<file path="src/rtl/multicycle_controller.sv">
// Multi-cycle RV32I control FSM: sequences FETCH/DECODE/EXEC/MEM/WB over one
// shared memory port, drives datapath strobes, counts retirements, traps on faults.
module multicycle_controller #(
  parameter int unsigned MEM_TIMEOUT = 16
) (
  input  logic        clk,
  input  logic        reset,
  input  logic [6:0]  opcode,
  input  logic        branch_cond,
  input  logic        mem_ready,
  output logic        mem_req,
  output logic        mem_we,
  output logic        mem_addr_sel,
  output logic        ir_we,
  output logic        pc_we,
  output logic [1:0]  pc_src,
  output logic        reg_we,
  output logic [1:0]  wb_sel,
  output logic [1:0]  alu_src_a,
  output logic        alu_src_b,
  output logic [1:0]  alu_op,
  output logic [31:0] retired,
  output logic        halted,
  output logic [1:0]  fault_code
);

  localparam logic [6:0] OP_R     = 7'b0110011;
  localparam logic [6:0] OP_I     = 7'b0010011;
  localparam logic [6:0] OP_LOAD  = 7'b0000011;
  localparam logic [6:0] OP_STORE = 7'b0100011;
  localparam logic [6:0] OP_BR    = 7'b1100011;
  localparam logic [6:0] OP_JAL   = 7'b1101111;
  localparam logic [6:0] OP_JALR  = 7'b1100111;
  localparam logic [6:0] OP_LUI   = 7'b0110111;
  localparam logic [6:0] OP_AUIPC = 7'b0010111;

  localparam logic [16:0] TIMEOUT_LIM = 17'(MEM_TIMEOUT);

  typedef enum logic [2:0] {
    S_FETCH  = 3'd0,
    S_DECODE = 3'd1,
    S_EXEC   = 3'd2,
    S_MEM    = 3'd3,
    S_WB     = 3'd4,
    S_TRAP   = 3'd5
  } state_e;

  state_e      state_q, state_d;
  logic [15:0] wait_q, wait_d;
  logic [31:0] retired_q, retired_d;
  logic        halted_q, halted_d;
  logic [1:0]  fault_q, fault_d;

  logic        req_s;
  logic        legal_s;
  logic        timeout_s;

  // A request is outstanding in FETCH and MEM; timeout fires when this wait cycle would hit the limit.
  always_comb begin
    req_s     = (state_q == S_FETCH) || (state_q == S_MEM);
    timeout_s = req_s && !mem_ready && (({1'b0, wait_q} + 17'd1) == TIMEOUT_LIM);
    case (opcode)
      OP_R, OP_I, OP_LOAD, OP_STORE, OP_BR,
      OP_JAL, OP_JALR, OP_LUI, OP_AUIPC: legal_s = 1'b1;
      default:                           legal_s = 1'b0;
    endcase
  end

  // State, wait counter, retirement counter and fault registers.
  always_ff @(posedge clk) begin
    if (reset) begin
      state_q   <= S_FETCH;
      wait_q    <= 16'd0;
      retired_q <= 32'd0;
      halted_q  <= 1'b0;
      fault_q   <= 2'd0;
    end else begin
      state_q   <= state_d;
      wait_q    <= wait_d;
      retired_q <= retired_d;
      halted_q  <= halted_d;
      fault_q   <= fault_d;
    end
  end

  // Next-state logic plus counter and fault updates.
  always_comb begin
    state_d = state_q;
    fault_d = fault_q;
    case (state_q)
      S_FETCH: begin
        if (mem_ready) begin
          state_d = S_DECODE;
        end else if (timeout_s) begin
          state_d = S_TRAP;
          fault_d = 2'd2;
        end else begin
          state_d = S_FETCH;
        end
      end
      S_DECODE: begin
        if (legal_s) begin
          state_d = S_EXEC;
        end else begin
          state_d = S_TRAP;
          fault_d = 2'd1;
        end
      end
      S_EXEC: begin
        case (opcode)
          OP_R, OP_I, OP_LUI, OP_AUIPC: state_d = S_WB;
          OP_LOAD, OP_STORE:            state_d = S_MEM;
          default:                      state_d = S_FETCH;
        endcase
      end
      S_MEM: begin
        if (mem_ready) begin
          state_d = (opcode == OP_LOAD) ? S_WB : S_FETCH;
        end else if (timeout_s) begin
          state_d = S_TRAP;
          fault_d = 2'd2;
        end else begin
          state_d = S_MEM;
        end
      end
      S_WB:    state_d = S_FETCH;
      S_TRAP:  state_d = S_TRAP;
      default: state_d = S_FETCH;
    endcase

    wait_d    = (req_s && !mem_ready) ? (wait_q + 16'd1) : 16'd0;
    // Only a transition into FETCH retires; wait cycles spent in FETCH do not.
    retired_d = ((state_d == S_FETCH) && (state_q != S_FETCH)) ? (retired_q + 32'd1) : retired_q;
    halted_d  = (state_d == S_TRAP);
  end

  // Datapath strobes, decoded from state, opcode and handshake; all held low during reset.
  always_comb begin
    mem_req      = 1'b0;
    mem_we       = 1'b0;
    mem_addr_sel = 1'b0;
    ir_we        = 1'b0;
    pc_we        = 1'b0;
    pc_src       = 2'd0;
    reg_we       = 1'b0;
    wb_sel       = 2'd0;
    alu_src_a    = 2'd0;
    alu_src_b    = 1'b0;
    alu_op       = 2'd0;
    if (!reset) begin
      case (state_q)
        S_FETCH: begin
          mem_req = 1'b1;
          ir_we   = mem_ready;
          pc_we   = mem_ready;
        end
        S_EXEC: begin
          case (opcode)
            OP_R: begin
              alu_op = 2'd2;
            end
            OP_I: begin
              alu_src_b = 1'b1;
              alu_op    = 2'd3;
            end
            OP_LOAD, OP_STORE: begin
              alu_src_b = 1'b1;
            end
            OP_LUI: begin
              alu_src_a = 2'd2;
              alu_src_b = 1'b1;
            end
            OP_AUIPC: begin
              alu_src_a = 2'd1;
              alu_src_b = 1'b1;
            end
            OP_BR: begin
              alu_op = 2'd1;
              pc_we  = branch_cond;
              pc_src = branch_cond ? 2'd1 : 2'd0;
            end
            OP_JAL: begin
              reg_we = 1'b1;
              wb_sel = 2'd2;
              pc_we  = 1'b1;
              pc_src = 2'd1;
            end
            OP_JALR: begin
              alu_src_b = 1'b1;
              reg_we    = 1'b1;
              wb_sel    = 2'd2;
              pc_we     = 1'b1;
              pc_src    = 2'd2;
            end
            default: begin
              alu_op = 2'd0;
            end
          endcase
        end
        S_MEM: begin
          mem_req      = 1'b1;
          mem_addr_sel = 1'b1;
          mem_we       = (opcode == OP_STORE);
        end
        S_WB: begin
          reg_we = 1'b1;
          wb_sel = (opcode == OP_LOAD) ? 2'd1 : 2'd0;
        end
        default: begin
          mem_req = 1'b0;
        end
      endcase
    end else begin
      mem_req = 1'b0;
    end
  end

  assign retired    = retired_q;
  assign halted     = halted_q;
  assign fault_code = fault_q;

endmodule

</file>
<file path="config.mk">
export PLATFORM = sky130hd
export DESIGN_NAME = multicycle_controller
export DESIGN_NICKNAME = d
export VERILOG_FILES = /design/src/rtl/multicycle_controller.sv
export SDC_FILE = /design/constraint.sdc
export NUM_CORES = 1
export LEC_CHECK = 0
export ABC_CLOCK_PERIOD_IN_PS = 2400
export CORE_ASPECT_RATIO = 1.5
export CORE_UTILIZATION = 40
export CTS_BUF_LIST = sky130_fd_sc_hd__clkbuf_16
export CTS_CLUSTER_SIZE = 8
export DETAILED_ROUTE_END_ITERATION = 8
export GPL_ROUTABILITY_DRIVEN = 0
export PLACE_DENSITY = 0.65
export SYNTH_ARGS = -nofsm -noshare
export SYNTH_HDL_FRONTEND = slang
export SYNTH_SLANG_ARGS = --single-unit
</file>
<file path="constraint.sdc">
create_clock -name clk -period 2.4 [get_ports clk]
set_input_delay 0.48 -clock clk [delete_from_list [all_inputs] [get_ports clk]]
set_output_delay 0.48 -clock clk [all_outputs]
set_load 0.01 [all_outputs]
</file>
Word level (Yosys, flattened, before mapping)

Index checks and enable logic that the tools add are counted.

Eq/ne operators: 19
Bitwise gates (word level): 1
$add $sub $neg: 3
Reduce and logical (&&, ||, !) cells: 17
Multiplexer cells: 44

Operators by type and width:

| cell                                           | number |
|---|---|
| adder 32 x 1 -> 32 bit, second input constant  | 1 |
| 2-to-1 mux 2 bit                               | 11 |
| == test 7 x 6 -> 1 bit, second input constant  | 3 |
| == test 7 bit, second input constant           | 3 |
| 2-to-1 mux 3 bit                               | 6 |
| adder 16 x 1 -> 17 bit, second input constant  | 1 |
| == test 17 x 5 -> 1 bit, second input constant | 1 |
| 2-to-1 mux 1 bit                               | 17 |
| adder 16 x 1 -> 16 bit, second input constant  | 1 |
| case mux 3 bit (5 select lines)                | 1 |
| == test 7 x 5 -> 1 bit, second input constant  | 2 |
| case mux 2 bit (2 select lines)                | 3 |
| case mux 2 bit (3 select lines)                | 2 |
| == test 3 bit, second input constant           | 3 |
| OR reduction 9 bit                             | 1 |
| OR reduction 2 bit                             | 4 |
| == test 7 x 2 -> 1 bit, second input constant  | 1 |
| == test 3 x 2 -> 1 bit, second input constant  | 2 |
| logical NOT 3 bit                              | 2 |
| case mux 1 bit (2 select lines)                | 3 |
| case mux 3 bit (2 select lines)                | 1 |
| OR reduction 6 bit                             | 1 |
| != test 2 bit, second input constant           | 2 |
| AND reduction 4 bit                            | 1 |
| 9 further kinds                                | 11 |

Input port bits: 11
Word-level logic and storage cells: 89
Flip-flop bits (word level): 54
Output and inout port bits: 50

Longest topological paths before layout

Depth after elaboration: 9
Gate-level depth with buffers: 8
Mapped depth without buffers: 7

Least setup slack after synthesis

Ideal clock, no wire load.

Kind: input to output
From: input port reset
To: output port alu_src_b
Buffers on the path: 0
Stages on the path: 4
Slack: 0.105 ns
Arrival time: 1.815 ns
Required time: 1.920 ns
Cells stage by stage: or2_2 -> or3_1 -> or2_2 -> a311oi_1

Longest elaborated chain between the ends: 1

Ends and longest elaborated chain:

| item             | RTL line | RTL |
|---|---|---|
| start, declared  | 7        | `input logic reset,` |
| 2-to-1 mux 1 bit | 150      | `if (!reset) begin` |
| end, declared    | 20       | `output logic alu_src_b,` |

No other way between the ends.

Worst setup path in the final report

From: register state_q[2]
To: output port alu_src_b

Longest elaborated chain between the ends: 3

Ends and longest elaborated chain:

| item                   | RTL line | RTL |
|---|---|---|
| start, declared        | 48       | `state_e state_q, state_d;` |
| start signal, assigned | 78       | `state_q <= state_d;` |
| == test 3 x 2 -> 1 bit | 151      | `case (state_q)` |
| 2-to-1 mux 1 bit       | 151      |  |
| 2-to-1 mux 1 bit       | 150      |  |

No other way between the ends.

==> reports/metrics.csv <==
metric,value,unit
status,"finished, final reports clean",
final worst clock skew,0.00678,ns
sequential area share after synthesis,0.339,
slowest CP cell,or3_4,
CP Data Required Time,1.92,ns
area of the multi-input gates,2050,µm²
fraction of registers with async set/reset,0,
synthesized instance count,396,
post-DP HPWL,6110,µm
Tcrit/Tclk final,0.994,
main area contributors after synthesis,"dfxtp_1 34%, xor2_1 8.3%, nor2_1 7.8%",
filler instances,732,
clock buffer depth,2,
Synth Flop Type,dfxtp_1,
Yosys cell types,62,
Synth Warn #,0,
initial antenna violation count,0,
layout cells sized above 1,0.219,
final setup fails,0,
Leakage,1.75,nW
Min-Delay Path Class,register to register,
Via density,5.31,
DR WL/cell,14.2,µm
CP Max Fanout,3,
CP startpoint,state_q[2],
die area,8330,µm²
CTS tree,built,
CORE AREA,7660,µm²
final setup TNS,0,ns
post-synth top area cell,dfxtp_1,
TritonCTS Buffers,5,
critical path data arrival time,1.90,ns
Via Count,3159,
worst r2r src,wait_q[4],
CP peak stage delay,0.40,ns
Register-to-Register Path Depth,6,
Mapped Avg Cell Area,8.04,µm²
fin util,0.583,
pin count of the biggest net entering global routing,42,
# rows,39,
CP dominant cell by count,or2_4,
R2R Setup Slk,0.12,ns
Final Max Slew Viols,0,
Layout area overhead,40.3,%
Period minus WS final,2.38,ns
Pre-antenna DRT Iters,4,
Synth Net Count,409,
Final Hold Viols,0,
drt total wl,8440,µm
VDD IR-drop max,0.000311,V
hold depth,2,
area of all sequential standard cells,1080,µm²
chip width,74.9,µm
detailed-route DRC error count,0,
Post-synth EDFFs,0,
Setup crit end,alu_src_b,
# hold bufs at CTS,0,
headroom to the max-slew limit,0.711,
vias in the first global route,3070,
global-route wire length before repair,14200,µm
total gr overflow,0,
initial core utilization,0.416,
worst path cell trace,or2_4 -> or3_4 -> or2_4 -> a311oi_2 -> buf_2,
ANT nets after route,0,
RSZ-0062 raised after global routing,yes,
1st-iter DRT viols,147,
Post-Syn Area,3180,µm²
worst reg2reg endpoint,state_q[0],
io pins,61,
Worst Tran Pin Value,0.433,ns
Power Density,446,nW/µm²
Yosys top cell area share,0.339,
max-cap violation count,0,
H-tree Lvls,2,
"Clk pin slew, worst setup/hold paths",0.07,ns
ant diodes,0,
worst-skew pair later-pin latency,0.29,ns
PortBufs,60,
CP Capture Type,output pin,
Setup crit start kind,register,
Fmax,419,MHz
WS Path Type,register to output pin,
Die H,111,µm
# nets final,505,
clock sink total,54,
GR Util All Layers,0.213,
Yosys reg bits,54,
most numerous cell in the Yosys netlist,nor2_1,
Post-synth top cells,"66 x nor2_1, 54 x dfxtp_1, 30 x xor2_1, 25 x nand4_1, 22 x nand3_1",
Root Driver,clkbuf_16,
-- logic make-up after synthesis --
| logic type | count (synthesis) | synth area share |
|---|---|---|
| AND/OR/NAND/NOR | 209 | 0.355 |
| flip-flops | 54 | 0.339 |
| AO/OA/AOI/OAI | 49 | 0.115 |
| XOR/XNOR | 46 | 0.127 |
| buffers and inverters | 35 | 0.0530 |
| adder cells (fa/ha/maj) | 2 | 0.00786 |
| multiplexers | 1 | 0.00314 |
-- per-stage QoR --
| step | power (mW) | worst slack, ns | cell area (µm²) | hold WS [ns] | cells |
|---|---|---|---|---|---|
| after floorplan | 1.04 | 0.105 | 3180 | 0.452 | 396 |
| after global placement | 1.14 | -0.765 | 4180 | 0.481 | 584 |
| after detailed placement | 1.15 | -0.818 | 4180 | 0.489 | 584 |
| after CTS | 2.00 | -0.0517 | 4380 | 0.514 | 593 |
| after global routing | 2.07 | -0.0182 | 4470 | 0.545 | 595 |
| final | 1.99 | 0.0150 | 4470 | 0.506 | 595 |
-- where the power goes --
part           internal (mW)  switching, mW
combinational          0.113          0.118
clock                  0.500          0.350
sequential             0.903        0.00688
total                   1.52          0.475
-- routing by layer --
layer / vias to the layer above / routed length (µm) / track usage
met3: 11 / 212 / 0.0273
met2: 55 / 4580 / 0.381
met4: 0 / 139 / 0.0692
met1: 1496 / 3510 / 0.254
met5: - / 0 / 0
li1: 1597 / - / -
-- layout make-up --
class / count / area share
well taps: 102 / 0.0286
flip-flops and latches: 54 / 0.242
repair buffers: 111 / 0.220
inverters: 13 / 0.0109
clock inverters: 3 / 0.0109
multi-input cells: 307 / 0.459
clock buffers: 5 / 0.0280
-- worst max-delay path, delay by kind of cell, from the launching register on --
kind,cells,cell delay (ns)
AOI/OAI and AO/OA,1,0.20
buffers and inverters,1,0.17
DFF,1,0.31
and+or+nand+nor,3,0.93
-- cell usage in the layout, fill, tap and decap left out, types with 4 or more instances in the layout --
cell type / instances
clkbuf_2: 4
or3_1: 6
o31ai_1: 4
dlygate4sd2_1: 5
buf_2: 5
nand2_1: 18
and3_1: 13
clkdlybuf4s50_1: 39
xor2_1: 30
o21ai_0: 9
dfxtp_1: 53
nor3_1: 7
inv_1: 13
nor2_1: 62
nand4_1: 25
nand3_1: 22
a21oi_1: 6
nor4_1: 8
dlymetal6s2s_1: 4
and2_1: 6
xnor2_1: 16
clkbuf_16: 5
and4_1: 5
buf_4: 47
-- registers in the layout, summed over array words and instances, names as in the netlist --
name / flops
state_q: 3
retired: 32
halted: 1
wait_q: 16
fault_code: 2
-- worst min-delay path by stage --
stage / from / end / slack [ns]
detailed placement: wait_q[0] / wait_q[0] / 0.49
finish: retired[28] / retired[28] / 0.51
floorplan: wait_q[0] / wait_q[0] / 0.45
CTS: retired[28] / retired[28] / 0.51
global route: retired[28] / retired[28] / 0.54
global placement: wait_q[0] / wait_q[0] / 0.48
-- repair_timing --
action,CTS,global route
setup endpoints to repair,16,23
setup buffers,1,2
pin swaps,7,10
resized for setup,52,29
Power figures use the tool's default switching activity.
